==> src/rtl/keypad_pkg.sv <==
// Shared constants, FSM state encodings and key-map decode for the 4x4 keypad scan encoder.
package keypad_pkg;

  localparam int unsigned ROW_W = 2;
  localparam int unsigned COL_W = 4;
  localparam int unsigned CNT_W = 16;
  localparam int unsigned DIG_W = 10;

  localparam logic [1:0] S_SCAN     = 2'd0;
  localparam logic [1:0] S_DEBOUNCE = 2'd1;
  localparam logic [1:0] S_PRESSED  = 2'd2;
  localparam logic [1:0] S_RELEASE  = 2'd3;

  localparam logic [3:0] K_READY  = 4'd3;
  localparam logic [3:0] K_SURE   = 4'd7;
  localparam logic [3:0] K_FIRE   = 4'd11;
  localparam logic [3:0] K_WAIT   = 4'd12;
  localparam logic [3:0] K_SETUP  = 4'd14;
  localparam logic [3:0] K_UNUSED = 4'd15;

  typedef struct packed {
    logic             wait_t;
    logic             setup;
    logic             ready;
    logic             fire;
    logic             sure;
    logic [DIG_W-1:0] digit;
  } key_out_t;

  // Key index is {row, col}; the unused key decodes to no pulse at all.
  function automatic key_out_t key_decode(input logic [ROW_W-1:0] row,
                                          input logic [ROW_W-1:0] col);
    key_out_t   o;
    logic [3:0] idx;
    o   = '0;
    idx = {row, col};
    case (idx)
      4'd0:     o.digit[1] = 1'b1;
      4'd1:     o.digit[2] = 1'b1;
      4'd2:     o.digit[3] = 1'b1;
      K_READY:  o.ready    = 1'b1;
      4'd4:     o.digit[4] = 1'b1;
      4'd5:     o.digit[5] = 1'b1;
      4'd6:     o.digit[6] = 1'b1;
      K_SURE:   o.sure     = 1'b1;
      4'd8:     o.digit[7] = 1'b1;
      4'd9:     o.digit[8] = 1'b1;
      4'd10:    o.digit[9] = 1'b1;
      K_FIRE:   o.fire     = 1'b1;
      K_WAIT:   o.wait_t   = 1'b1;
      4'd13:    o.digit[0] = 1'b1;
      K_SETUP:  o.setup    = 1'b1;
      K_UNUSED: o          = '0;
      default:  o          = '0;
    endcase
    return o;
  endfunction

endpackage

==> src/rtl/keypad_scan_encoder_col_sync.sv <==
// Two-flop synchronizer for the keypad column inputs; idles high like the pulled-up columns.
module col_sync
  import keypad_pkg::*;
(
  input  logic             clk,
  input  logic             rst,
  input  logic [COL_W-1:0] d,
  output logic [COL_W-1:0] q
);

  logic [COL_W-1:0] meta;

  always_ff @(posedge clk or negedge rst) begin
    if (!rst) begin
      meta <= '1;
      q    <= '1;
    end else begin
      meta <= d;
      q    <= meta;
    end
  end

endmodule

==> src/rtl/keypad_scan_encoder.sv <==
// Scans a 4x4 active-low keypad, debounces press and release, and emits one
// single-cycle pulse per accepted press on the digit or function-key outputs.
module keypad_scan_encoder
  import keypad_pkg::*;
#(
  parameter logic [15:0] SCAN_DIV     = 16'd500,
  parameter logic [15:0] DEBOUNCE_CYC = 16'd10000
) (
  input  logic       clk,
  input  logic       rst,
  input  logic [3:0] col_n,
  output logic [3:0] row_n,
  output logic [9:0] key_pulse,
  output logic       wait_t,
  output logic       setup,
  output logic       ready,
  output logic       fire,
  output logic       sure,
  output logic       key_valid
);

  logic [COL_W-1:0] col_s;

  logic [1:0]       state,     state_nxt;
  logic [ROW_W-1:0] row,       row_nxt;
  logic [ROW_W-1:0] lat_col,   lat_col_nxt;
  logic [COL_W-1:0] lat_pat,   lat_pat_nxt;
  logic [CNT_W-1:0] div_cnt,   div_cnt_nxt;
  logic [CNT_W-1:0] deb_cnt,   deb_cnt_nxt;
  logic [3:0]       row_n_nxt;
  key_out_t         pulse_q,   pulse_nxt;
  logic             valid_nxt;

  logic             sample_hit;
  logic [ROW_W-1:0] sample_col;

  col_sync u_col_sync (
    .clk (clk),
    .rst (rst),
    .d   (col_n),
    .q   (col_s)
  );

  // A sample qualifies only when exactly one column is pulled low.
  always_comb begin
    sample_hit = 1'b1;
    sample_col = 2'd0;
    case (col_s)
      4'b1110: sample_col = 2'd0;
      4'b1101: sample_col = 2'd1;
      4'b1011: sample_col = 2'd2;
      4'b0111: sample_col = 2'd3;
      default: sample_hit = 1'b0;
    endcase
  end

  always_ff @(posedge clk or negedge rst) begin
    if (!rst) begin
      state     <= S_SCAN;
      row       <= '0;
      lat_col   <= '0;
      lat_pat   <= '1;
      div_cnt   <= '0;
      deb_cnt   <= '0;
      row_n     <= 4'b1110;
      pulse_q   <= '0;
      key_valid <= 1'b0;
    end else begin
      state     <= state_nxt;
      row       <= row_nxt;
      lat_col   <= lat_col_nxt;
      lat_pat   <= lat_pat_nxt;
      div_cnt   <= div_cnt_nxt;
      deb_cnt   <= deb_cnt_nxt;
      row_n     <= row_n_nxt;
      pulse_q   <= pulse_nxt;
      key_valid <= valid_nxt;
    end
  end

  // Next-state logic; the row register stays frozen outside SCAN.
  always_comb begin
    state_nxt   = state;
    row_nxt     = row;
    lat_col_nxt = lat_col;
    lat_pat_nxt = lat_pat;
    div_cnt_nxt = div_cnt;
    deb_cnt_nxt = deb_cnt;
    pulse_nxt   = '0;

    case (state)
      S_SCAN: begin
        if (div_cnt == SCAN_DIV - 16'd1) begin
          div_cnt_nxt = '0;
          if (sample_hit) begin
            state_nxt   = S_DEBOUNCE;
            lat_col_nxt = sample_col;
            lat_pat_nxt = col_s;
            deb_cnt_nxt = '0;
          end else begin
            row_nxt = row + 2'd1;
          end
        end else begin
          div_cnt_nxt = div_cnt + 16'd1;
        end
      end

      S_DEBOUNCE: begin
        if (col_s == lat_pat) begin
          if (deb_cnt == DEBOUNCE_CYC - 16'd1) begin
            state_nxt = S_PRESSED;
            pulse_nxt = key_decode(row, lat_col);
          end else begin
            deb_cnt_nxt = deb_cnt + 16'd1;
          end
        end else begin
          state_nxt   = S_SCAN;
          row_nxt     = row + 2'd1;
          div_cnt_nxt = '0;
        end
      end

      S_PRESSED: begin
        if (col_s == 4'b1111) begin
          state_nxt   = S_RELEASE;
          deb_cnt_nxt = '0;
        end
      end

      S_RELEASE: begin
        if (col_s != 4'b1111) begin
          state_nxt = S_PRESSED;
        end else if (deb_cnt == DEBOUNCE_CYC - 16'd1) begin
          state_nxt   = S_SCAN;
          row_nxt     = row + 2'd1;
          div_cnt_nxt = '0;
        end else begin
          deb_cnt_nxt = deb_cnt + 16'd1;
        end
      end

      default: state_nxt = S_SCAN;
    endcase

    row_n_nxt = ~(4'b0001 << row_nxt);
    valid_nxt = (state_nxt == S_PRESSED) || (state_nxt == S_RELEASE);
  end

  assign key_pulse = pulse_q.digit;
  assign wait_t    = pulse_q.wait_t;
  assign setup     = pulse_q.setup;
  assign ready     = pulse_q.ready;
  assign fire      = pulse_q.fire;
  assign sure      = pulse_q.sure;

endmodule

==> config.mk <==
export PLATFORM = sky130hd
export DESIGN_NAME = keypad_scan_encoder
export DESIGN_NICKNAME = d
export VERILOG_FILES = /design/src/rtl/keypad_pkg.sv /design/src/rtl/keypad_scan_encoder_col_sync.sv /design/src/rtl/keypad_scan_encoder.sv
export SDC_FILE = /design/constraint.sdc
export NUM_CORES = 1
export LEC_CHECK = 0
export BUFFER_PORTS_ARGS = -buffer_cell sky130_fd_sc_hd__buf_2
export CORE_UTILIZATION = 45
export DETAILED_ROUTE_END_ITERATION = 10
export GPL_TIMING_DRIVEN = 1
export PLACE_DENSITY = 0.69
export SLEW_MARGIN = 10
export SYNTH_ARGS = -nofsm -noshare
export SYNTH_HDL_FRONTEND = slang
export SYNTH_SLANG_ARGS = --single-unit
==> constraint.sdc <==
create_clock -name clk -period 3.3 [get_ports clk]
set_clock_uncertainty 0.15 [all_clocks]
set_input_delay 0.165 -clock clk [delete_from_list [all_inputs] [get_ports clk]]
set_output_delay 0.165 -clock clk [all_outputs]
set_load 0.01 [all_outputs]
==> key figures, run 1 <==
Status
  – Status: completed

STA
  – Max Fclk: 394 MHz
  – Final-report hold violation count: 0
  – Worst relative slew slack: 63.1%
  – RSZ-0062 raised after global routing: no
  – Final Slew Violations: 0
  – Min Tclk post-route: 2530 ps
  – Worst slew pin tran: 554 ps
  – Hold Slack: 197 ps
  – Total Neg Setup Slack: 0 ps
  – Final Cycle Share: 76.8%
  – Setup-failing EPs final: 0
  – Setup WS post-layout: 765 ps

Routing
  – Wire per inst: 14.9 um
  – DRT Wirelength: 6940 um
  – Drc violations: 0
  – Via/cell ratio: 5.59
  – DR vias: 2604
  – Initial DRC Count: 142
  – DRT antenna net count: 0
  – Drt first pass iters: 4

Logic synthesis
  – Multiplexer share of the synthesized area: 4.15%
  – Top_reg_cell synth: dfrtp_1
  – Synth Area per Inst: 10.5 um^2
  – Post-synthesis compound-gate area fraction: 15.4%
  – Largest family of logic cells by synthesized area: simple AND/OR/NAND/NOR gates
  – Sequential fraction of the synthesis area: 50.8%
  – Synth async-reset ratio: 100%
  – Simple-gate portion of the synthesized area: 21.9%
  – Net count after synthesis: 338
  – Post-synthesis register bit count: 69
  – Post-synthesis adder-cell area fraction: 2.19%
  – Synth cell types: 53
  – Mapped Area: 3430 um^2
  – Cells after synthesis: 326
  – EDFF count, synth: 0
  – Syn. warnings: 0
  – Synth Area in XOR/XNOR: 1.53%

Cells and area
  – Cell area after layout: 3980 um^2
  – Final core occ: 54.3%
  – Synth-to-layout area growth: 15.9%
  – N_diodes: 0
  – Share of cells above drive strength 1: 22.3%
  – Layout Nets: 374

Floorplanning
  – I/O Pins: 26
  – Total core area: 7330 um^2
  – Die H: 89.4 um
  – Die X: 89.4 um
  – Starting Density: 46.9%
  – DIE AREA: 7990 um^2
  – Row cnt: 31

Global routing
  – Largest net degree at the start of global routing: 44
  – Number of global-route vias before repair: 2543
  – GRT Total Usage: 19.7%
  – Antenna violations before repair: 0
  – First-pass GRT wire length: 12000 um
  – Grt ovf: 0

Setup path
  – Reg2reg end: deb_cnt[0]
  – R2R setup slack: 770 ps
  – CP startpoint kind: register
  – CP required: 3380 ps
  – Crit. End Element: register
  – R2R cell count: 6
  – Kind of critical path: reg2reg
  – Worst Path Max Fanout: 9
  – Worst R2R Start: div_cnt[12]
  – Arrival @ worst endpoint: 2610 ps

Place
  – Placed Instance Area: 3690 um^2
  – Pre-CTS WS: 774 ps
  – Port Buf Inserts: 25
  – GP Congestion: 0.839
  – DP HPWL: 4780 um

Clock tree
  – TritonCTS Buffers: 9
  – Clock Sinks: 69
  – Longest Clk Path Bufs: 2
  – CTS H-tree lvls: 3
  – Postcts setup bufs: 0
  – Reg clk slew, reported paths: 80 ps
  – Clock Tree Root: clkbuf_8
  – CTS tree: done
  – Worst skew pair latency: 350 ps

Power
  – Max VDD drop: 0.199 mV
  – Leakage: 1.73 nW
  – PD cells: 435 nW/um^2

Min path
  – Worst min path class: in2async

Run
  – Max-cap viol count: 0
-- per-layer routing --
layer / up-vias / wire length [um] / track usage (%)
met3: 4 / 280 / 4.71
li1: 1281 / - / -
met4: 0 / 62 / 7.50
met2: 57 / 3220 / 31.6
met5: - / 0 / 0
met1: 1262 / 3380 / 26.0
-- registers in the layout (all words and copies together) (netlist names), named ones only --
name             count
deb_cnt             16
div_cnt             16
fire                 1
key_pulse           10
lat_col              2
lat_pat              4
ready                1
row                  2
row_n                4
setup                1
sure                 1
u_col_sync.meta      4
u_col_sync.q         4
wait_t               1
-- metrics by stage --
stage / power [mW] / cells
2_1_floorplan: 0.882 / 326
3_3_place_gp: 0.905 / 445
3_5_place_dp: 0.906 / 445
4_1_cts: 1.75 / 466
5_1_grt: 1.79 / 466
6_report: 1.73 / 466
-- synthesized netlist by cell type (4+ instances only) --
cell type  instances  area, um^2
o21ai_0            6        30.0
nor2b_1            4        25.0
a31oi_1            7        43.8
clkbuf_1           9        33.8
and3_1            13        81.3
inv_1             17        63.8
xnor2_1            6        52.6
ha_1               6        75.1
o221ai_1           5        43.8
nor4_1             4        25.0
dfstp_2           15         394
nor3_1             4        20.0
dfrtp_1           54        1350
o31ai_1           23         173
nand4_1           15        93.8
nand3_1           11        55.1
o41ai_1            5        43.8
nor2_1            22        82.6
mux2_2             5        56.3
and2_1            18         113
nand2_1           21        78.8
buf_2              4        20.0
a221o_1            5        50.1
a21oi_1            4        20.0
-- power breakdown --
part | switching [mW] | leakage [nW] | internal, mW
Clock | 0.333 | 0.124 | 0.506
Sequential | 0.00526 | 0.897 | 0.855
Combinational | 0.0202 | 0.713 | 0.0122
Total | 0.359 | 1.73 | 1.37
-- cell families after synthesis --
kind of cell             Yosys count
AND/OR/NAND/NOR                  133
XOR/XNOR                           6
buffers and inverters             33
multiplexers                      12
flip-flops                        69
adder cells (fa/ha/maj)            6
AO/OA/AOI/OAI                     67
-- cell type report --
cell class | instances | area (um^2)
Sequential cell | 69 | 1750
Clock inverter | 7 | 121
Tap cell | 99 | 124
Clock buffer | 9 | 124
Inverter | 19 | 71.3
Multi-Input combinational cell | 224 | 1550
Fill cell | 663 | 3350
Timing Repair Buffer | 39 | 243
-- placed cells by master, fill, tap and decap left out, drive strengths merged, types with 6 or more instances in the layout --
cell type,synthesis,routed
a31oi,7,7
and2,18,18
buf,5,34
mux2,9,9
nand2,21,21
clkbuf,9,9
dfrtp,54,54
o21ai,8,8
nand3,11,11
nand4,15,15
dfstp,15,15
o41ai,6,6
inv,18,19
xnor2,6,6
ha,6,6
nor2,22,22
o31ai,23,23
and3,13,13
-- how the worst max path moves through the flow --
| stage | startpoint | end | depth (start not counted) | slack (ps) |
|---|---|---|---|---|
| finish | div_cnt[12] | deb_cnt[0] | 6 | 770 |
| global route | div_cnt[2] | deb_cnt[0] | 6 | 630 |
| CTS | div_cnt[12] | deb_cnt[0] | 6 | 760 |
| detailed placement | div_cnt[12] | deb_cnt[0] | 6 | 770 |
| global placement | div_cnt[12] | row[1] | 5 | 810 |
| floorplan | div_cnt[12] | deb_cnt[0] | 7 | 880 |
-- critical path: stages (launching register included) --
cell	delay, ps
dfrtp_1	440
or4_4	570
nor4_4	350
and3_1	290
o21ai_4	130
inv_2	150
mux2_1	340
-- timing repair --
item,CTS,global route
gates resized for setup,0,0
endpoints found under the hold margin,70,0
hold buffers,5,0
(Power assumes the default switching activity.)
==> inputs of run 2 (changes only) <==
--- a/config.mk
+++ b/config.mk
@@ -9,7 +9,7 @@
 export CORE_UTILIZATION = 45
 export DETAILED_ROUTE_END_ITERATION = 10
 export GPL_TIMING_DRIVEN = 1
-export PLACE_DENSITY = 0.69
+export PLACE_DENSITY = 0.71
 export SLEW_MARGIN = 10
 export SYNTH_ARGS = -nofsm -noshare
 export SYNTH_HDL_FRONTEND = slang
==> constraint.sdc (replaced) <==
create_clock -name clk -period 2 [get_ports clk]
set_clock_uncertainty 0.15 [all_clocks]
set_input_delay 0.1 -clock clk [delete_from_list [all_inputs] [get_ports clk]]
set_output_delay 0.1 -clock clk [all_outputs]
set_load 0.01 [all_outputs]
==> run 2 against run 1 <==
  * The flow now finishes with violations (negative setup slack)
  * Clock-buffer cell count rose by 1
  * Critical endpoint is now deb_cnt[1]
  * Via count up 15%
  * Design area increased by 22%
  * Cell count rose by 15%
  * Register-to-register slack worse by 1100 ps
  * Routed wire length is 23% higher
  * Power is 51% higher
  * Sequential cell count did not move
==> key figures, run 2 (synthesized netlist as in run 1, its figures left out) <==
Global routing
  – GRT Total Usage: 22.7% (+3.0 points)
  – First-pass GRT wire length: 13500 um (+13%)
  – Number of global-route vias before repair: 2838 (+12%)
  – Antenna violations before repair: 0 (unchanged)
  – Largest net degree at the start of global routing: 70 (+59%)
  – Grt ovf: 0 (unchanged)

Floorplanning
  – Die H: 89.4 um (unchanged)
  – DIE AREA: 7990 um^2 (unchanged)
  – I/O Pins: 26 (unchanged)
  – Total core area: 7330 um^2 (unchanged)
  – Starting Density: 46.9% (unchanged)
  – Die X: 89.4 um (unchanged)
  – Row cnt: 31 (unchanged)

Clock tree
  – Worst skew pair latency: 360 ps (about the same)
  – CTS H-tree lvls: 3 (unchanged)
  – Clock Sinks: 69 (unchanged)
  – Reg clk slew, reported paths: 70 ps (about the same)
  – Clock Tree Root: clkbuf_8
  – Longest Clk Path Bufs: 2 (unchanged)
  – CTS tree: done
  – TritonCTS Buffers: 9 (unchanged)

Cells and area
  – Most frequent cells in the layout: buf_4, dfrtp_1, buf_2, nand2_1
  – Final core occ: 66.4% (+12 points)
  – Combined area of the multi-input logic cells: 1870 um^2 (+20%)
  – Fillers: 541 (-18%)
  – Seq. cell area: 1750 um^2 (about the same)
  – Synth-to-layout area growth: 41.6%
  – Most common cell after layout, fill and taps aside: buf_4
  – N_diodes: 0 (unchanged)
  – Layout Nets: 444 (+19%)
  – Share of cells above drive strength 1: 44.9% (+23 points)
  – Cell area after layout: 4860 um^2 (+22%)

Routing
  – Via/cell ratio: 5.60 (+0.16%)
  – Initial DRC Count: 194 (+37%)
  – DRT antenna net count: 0 (unchanged)
  – Wire per inst: 15.9 um (+6.6%)
  – Drc violations: 0 (unchanged)
  – DRT Wirelength: 8510 um (+23%)
  – DR vias: 3000 (+15%)
  – Drt first pass iters: 4 (unchanged)

Power
  – Gate power share: 2.5% (+0.6 points)
  – Internal: 2.01 mW (+47%)
  – Total power: 2.61 mW (+51%)
  – Seq pwr share: 54.4% (+4.7 points)
  – Max VDD drop: 0.416 mV (+110%)
  – Net switching power: 0.599 mW (+67%)
  – Sw frac: 22.9% (+2.2 points)
  – Clock share of power: 43.1% (-5.4 points)
  – Leakage: 2.17 nW (+25%)
  – PD cells: 537 nW/um^2 (+24%)

Setup path
  – Arrival @ worst endpoint: 2470 ps (-140 ps)
  – CP startpoint kind: register
  – CP required: 2120 ps (-1260 ps)
  – Crit path cell chain: or4_4 -> nor4_4 -> and3_4 -> o21ai_4 -> inv_2 -> buf_6 -> mux2i_1
  – Worst Path Max Fanout: 6 (-3)
  – Kind of critical path: reg2reg
  – Slowest cell delay on critical path: 560 ps (about the same)
  – CP max stage cell: or4_4
  – Crit. End Element: register

STA
  – Final-report hold violation count: 0 (unchanged)
  – Worst slew pin tran: 444 ps (-109 ps)
  – Max Fclk: 426 MHz (+8.1%)
  – Worst relative slew slack: 70.2% (+7.2 points)
  – Final Cycle Share: 117% (+40 points)
  – Setup WS post-layout: -345 ps (-1110 ps)
  – Total Neg Setup Slack: -11210 ps (-11210 ps)
  – Final Slew Violations: 0 (unchanged)
  – Min Tclk post-route: 2340 ps (-190 ps)
  – Setup-failing EPs final: 52 (+52)
  – RSZ-0062 raised after global routing: yes

Status
  – Failing checks: negative setup slack
  – Status: finished, violations left

Place
  – GP Congestion: 0.860 (+2.4%)
  – DP HPWL: 5370 um (+12%)
  – Pre-CTS WS: -327 ps (-1100 ps)
  – Port Buf Inserts: 25 (unchanged)
  – Placed Instance Area: 4130 um^2 (+12%)

Min path
  – Worst min path class: in2async

Run
  – Max-cap viol count: 0 (unchanged)
==> run 2: cell types whose count changed in the layout (fill, tap and decap cells not counted), moves of 5 or more <==
cell,previous run,this run
o221ai_2,0,5
buf_4,9,61
buf_6,0,12
mux2_2,5,0
o221ai_1,5,0
mux2_4,3,9
o21ai_0,6,0
==> run 2: timing repair <==
item,CTS,global route
hold buffers,5,0
setup endpoints to repair,46,56
resized for setup,26,54
pin swaps,15,23
buffers inserted,2,12
endpoints found under the hold margin,73,0
cloned,2,1
==> run 2: critical path, delay by kind of cell (launching register included) <==
| family | cells | cell delay [ps] |
|---|---|---|
| compound gates | 1 | 100 |
| buf+inv | 2 | 210 |
| flops | 1 | 390 |
| mux | 1 | 200 |
| simple gates | 3 | 1200 |
==> run 2: per-stage QoR <==
step                      std cells  hold slack, ps
after global routing            536             190
after detailed placement        498           -1.74
after global placement          498          -0.408
final                           536             131
after floorplan                 326            -346
after CTS                       523             156
==> run 2: worst paths after layout <==
check                                   start              end  slack (ps)  cells past startpoint
hold reg to reg            u_col_sync.meta[2]  u_col_sync.q[2]         210                      0
setup / recovery                   div_cnt[2]       deb_cnt[1]        -340                      7
hold / removal                            rst      deb_cnt[11]         130                      3
min in group clk           u_col_sync.meta[2]  u_col_sync.q[2]         210                      0
max in group asynchronous                 rst       lat_pat[3]        1200                      3
setup reg to reg                   div_cnt[2]       deb_cnt[1]        -340                      7
==> run 2: area by class of cell <==
cell class                 count  area share, %
multi-input combinational    225           38.5
sequential                    69           35.9
timing repair buffer         108           17.7
clock buffer                  10           2.62
tap                           99           2.55
inverter                      19           1.47
clock inverter                 6           1.31
==> run 2: layer usage <==
| layer | share of wire, % | routed length [um] | vias to the layer above | track usage [%] |
|---|---|---|---|---|
| li1 | - | - | 1424 | - |
| met1 | 43 | 3690 | 1470 | 28.3 |
| met2 | 50 | 4220 | 92 | 37.6 |
| met3 | 5.3 | 447 | 14 | 5.72 |
| met4 | 1.8 | 150 | 0 | 9.96 |
| met5 | 0 | 0 | - | 0 |
==> run 2: power by group through the flow <==
stage / Combinational (mW) / Sequential [mW] / Clock [mW]
after floorplan: 0.0159 / 1.44 / 0
after global placement: 0.0536 / 1.44 / 0
after detailed placement: 0.0546 / 1.45 / 0
after CTS: 0.0623 / 1.42 / 1.14
after global routing: 0.0750 / 1.42 / 1.20
final: 0.0659 / 1.42 / 1.13
==> inputs of run 3 (changes only) <==
--- a/config.mk
+++ b/config.mk
@@ -7,6 +7,7 @@
 export LEC_CHECK = 0
 export BUFFER_PORTS_ARGS = -buffer_cell sky130_fd_sc_hd__buf_2
 export CORE_UTILIZATION = 45
+export CTS_BUF_LIST = sky130_fd_sc_hd__clkbuf_8
 export DETAILED_ROUTE_END_ITERATION = 10
 export GPL_TIMING_DRIVEN = 1
 export PLACE_DENSITY = 0.71
==> run 3 against run 2 <==
  * The run still ends with negative setup slack left
  * Routed wire length about the same
  * Sequential power about the same
  * Maximum frequency unchanged
  * Non-clock buffer count unchanged
  * Critical path depth unchanged
  * Global-route usage unchanged
  * First-iteration DRC count unchanged
  * Core utilization unchanged
  * Clock power about the same
==> key figures, run 3 (synthesized netlist as in run 1, its figures left out) <==
Routing
  – Initial DRC Count: 194 (unchanged)
  – DRT antenna net count: 0 (unchanged)
  – Via/cell ratio: 5.60 (unchanged)
  – Drt first pass iters: 4 (unchanged)
  – Wire per inst: 15.9 um (about the same)
  – DRT Wirelength: 8510 um (about the same)
  – DR vias: 3000 (unchanged)
  – Drc violations: 0 (unchanged)

STA
  – Worst slew pin tran: 444 ps (unchanged)
  – Min Tclk post-route: 2340 ps (unchanged)
  – Final Slew Violations: 0 (unchanged)
  – Final-report hold violation count: 0 (unchanged)
  – Setup-failing EPs final: 52 (unchanged)
  – Setup WS post-layout: -345 ps (unchanged)
  – Worst relative slew slack: 70.2% (unchanged)
  – Hold Slack: 131 ps (unchanged)
  – Max Fclk: 426 MHz (unchanged)
  – Final Cycle Share: 117% (unchanged)
  – RSZ-0062 raised after global routing: yes

Setup path
  – CP max stage cell: or4_4
  – Worst Path Max Fanout: 6 (unchanged)
  – Crit path cell chain: or4_4 -> nor4_4 -> and3_4 -> o21ai_4 -> inv_2 -> buf_6 -> mux2i_1
  – CP required: 2120 ps (about the same)
  – Kind of critical path: reg2reg
  – CP startpoint kind: register
  – Slowest cell delay on critical path: 560 ps (about the same)
  – Crit. End Element: register
  – Arrival @ worst endpoint: 2470 ps (about the same)

Place
  – Placed Instances: 498 (unchanged)
  – Port Buf Inserts: 25 (unchanged)
  – GP Congestion: 0.860 (unchanged)
  – DP HPWL: 5370 um (unchanged)

Cells and area
  – Synth-to-layout area growth: 41.6% (unchanged)
  – N_diodes: 0 (unchanged)
  – Fin cells: 536 (unchanged)
  – Most frequent cells in the layout: buf_4, dfrtp_1, buf_2, nand2_1
  – Most common cell after layout, fill and taps aside: buf_4
  – Share of cells above drive strength 1: 44.9% (unchanged)
  – Fillers: 541 (unchanged)
  – Layout Nets: 444 (unchanged)

Clock tree
  – Clock Sinks: 69 (unchanged)
  – Worst skew pair latency: 360 ps (about the same)
  – CTS tree: done
  – CTS H-tree lvls: 3 (unchanged)
  – Longest Clk Path Bufs: 2 (unchanged)
  – Reg clk slew, reported paths: 70 ps (about the same)
  – TritonCTS Buffers: 9 (unchanged)
  – Clock Tree Root: clkbuf_8

Power
  – Max VDD drop: 0.415 mV (-0.14%)
  – Leakage: 2.17 nW (+0.19%)
  – PD cells: 536 nW/um^2 (-0.18%)

Floorplanning
  – Row cnt: 31 (unchanged)
  – Die H: 89.4 um (unchanged)
  – Starting Density: 46.9% (unchanged)
  – Die X: 89.4 um (unchanged)
  – DIE AREA: 7990 um^2 (unchanged)
  – Total core area: 7330 um^2 (unchanged)
  – I/O Pins: 26 (unchanged)

Global routing
  – Grt ovf: 0 (unchanged)
  – GRT Total Usage: 22.7% (unchanged)
  – Antenna violations before repair: 0 (unchanged)
  – Largest net degree at the start of global routing: 70 (unchanged)
  – Number of global-route vias before repair: 2838 (unchanged)
  – First-pass GRT wire length: 13500 um (unchanged)

Status
  – Failing checks: negative setup slack
  – Status: finished, violations left

Run
  – Max-cap viol count: 0 (unchanged)

Min path
  – Worst min path class: in2async
[run 3: cell types whose count changed in the layout (fill, tap and decap cells not counted)]
cell	change
inv_1	+1
clkbuf_1	-1
[run 3: stage by stage]
stage          cell area (um^2)  total power [mW]  utilization [%]  setup WS [ps]  setup TNS (ps)
2_1_floorplan              3480              1.46                -           -366           -8230
3_3_place_gp               4130              1.50             56.3           -263           -7940
3_5_place_dp               4130              1.50             56.3           -327          -10560
4_1_cts                    4530              2.62             61.9           -294           -9610
5_1_grt                    4860              2.69             66.4           -412          -15290
6_report                   4860              2.61             66.4           -345          -11210
[run 3: worst max-delay path: cells and delay by family, from the launching register on]
kind / cells / cell delay [ps]
AND/OR/NAND/NOR: 3 / 1200
buffers and inverters: 2 / 210
multiplexers: 1 / 200
AO/OA/AOI/OAI: 1 / 100
flip-flops: 1 / 390
[run 3: final timing paths]
kind / from / end / slack (ps) / cells past startpoint
min in group clk: u_col_sync.meta[2] / u_col_sync.q[2] / 210 / 0
worst min-delay path: rst / deb_cnt[11] / 130 / 3
worst max register to register: div_cnt[2] / deb_cnt[1] / -340 / 7
worst min register to register: u_col_sync.meta[2] / u_col_sync.q[2] / 210 / 0
worst max-delay path: div_cnt[2] / deb_cnt[1] / -340 / 7
max in group asynchronous: rst / lat_pat[3] / 1200 / 3
[run 3: timing repair]
item,CTS,global route
resized for setup,26,54
setup buffers,2,12
pin swaps,15,23
hold buffers,5,0
endpoints found under the hold margin,73,0
endpoints found under the setup margin,46,56
cloned,2,1
[run 3: area by class of cell]
class                      count  area (um^2)  area share [%]
sequential                    69         1750            35.9
timing repair buffer         108          861            17.7
clock inverter                 7         67.6            1.39
inverter                      19         71.3            1.47
tap                           99          124            2.55
clock buffer                   9          124            2.55
multi-input combinational    225         1870            38.5
[run 3: metal layers]
| layer | vias up | track usage, % | wire (um) |
|---|---|---|---|
| met2 | 92 | 37.6 | 4220 |
| met4 | 0 | 9.96 | 150 |
| li1 | 1424 | - | - |
| met3 | 14 | 5.72 | 447 |
| met1 | 1470 | 28.3 | 3690 |
| met5 | - | 0 | 0 |
[run 3: report_power, final]
group	internal, mW	switching [mW]	total [mW]
Combinational	0.0274	0.0385	0.0659
Clock	0.571	0.551	1.12
Sequential	1.41	0.00985	1.42
Total	2.01	0.599	2.61
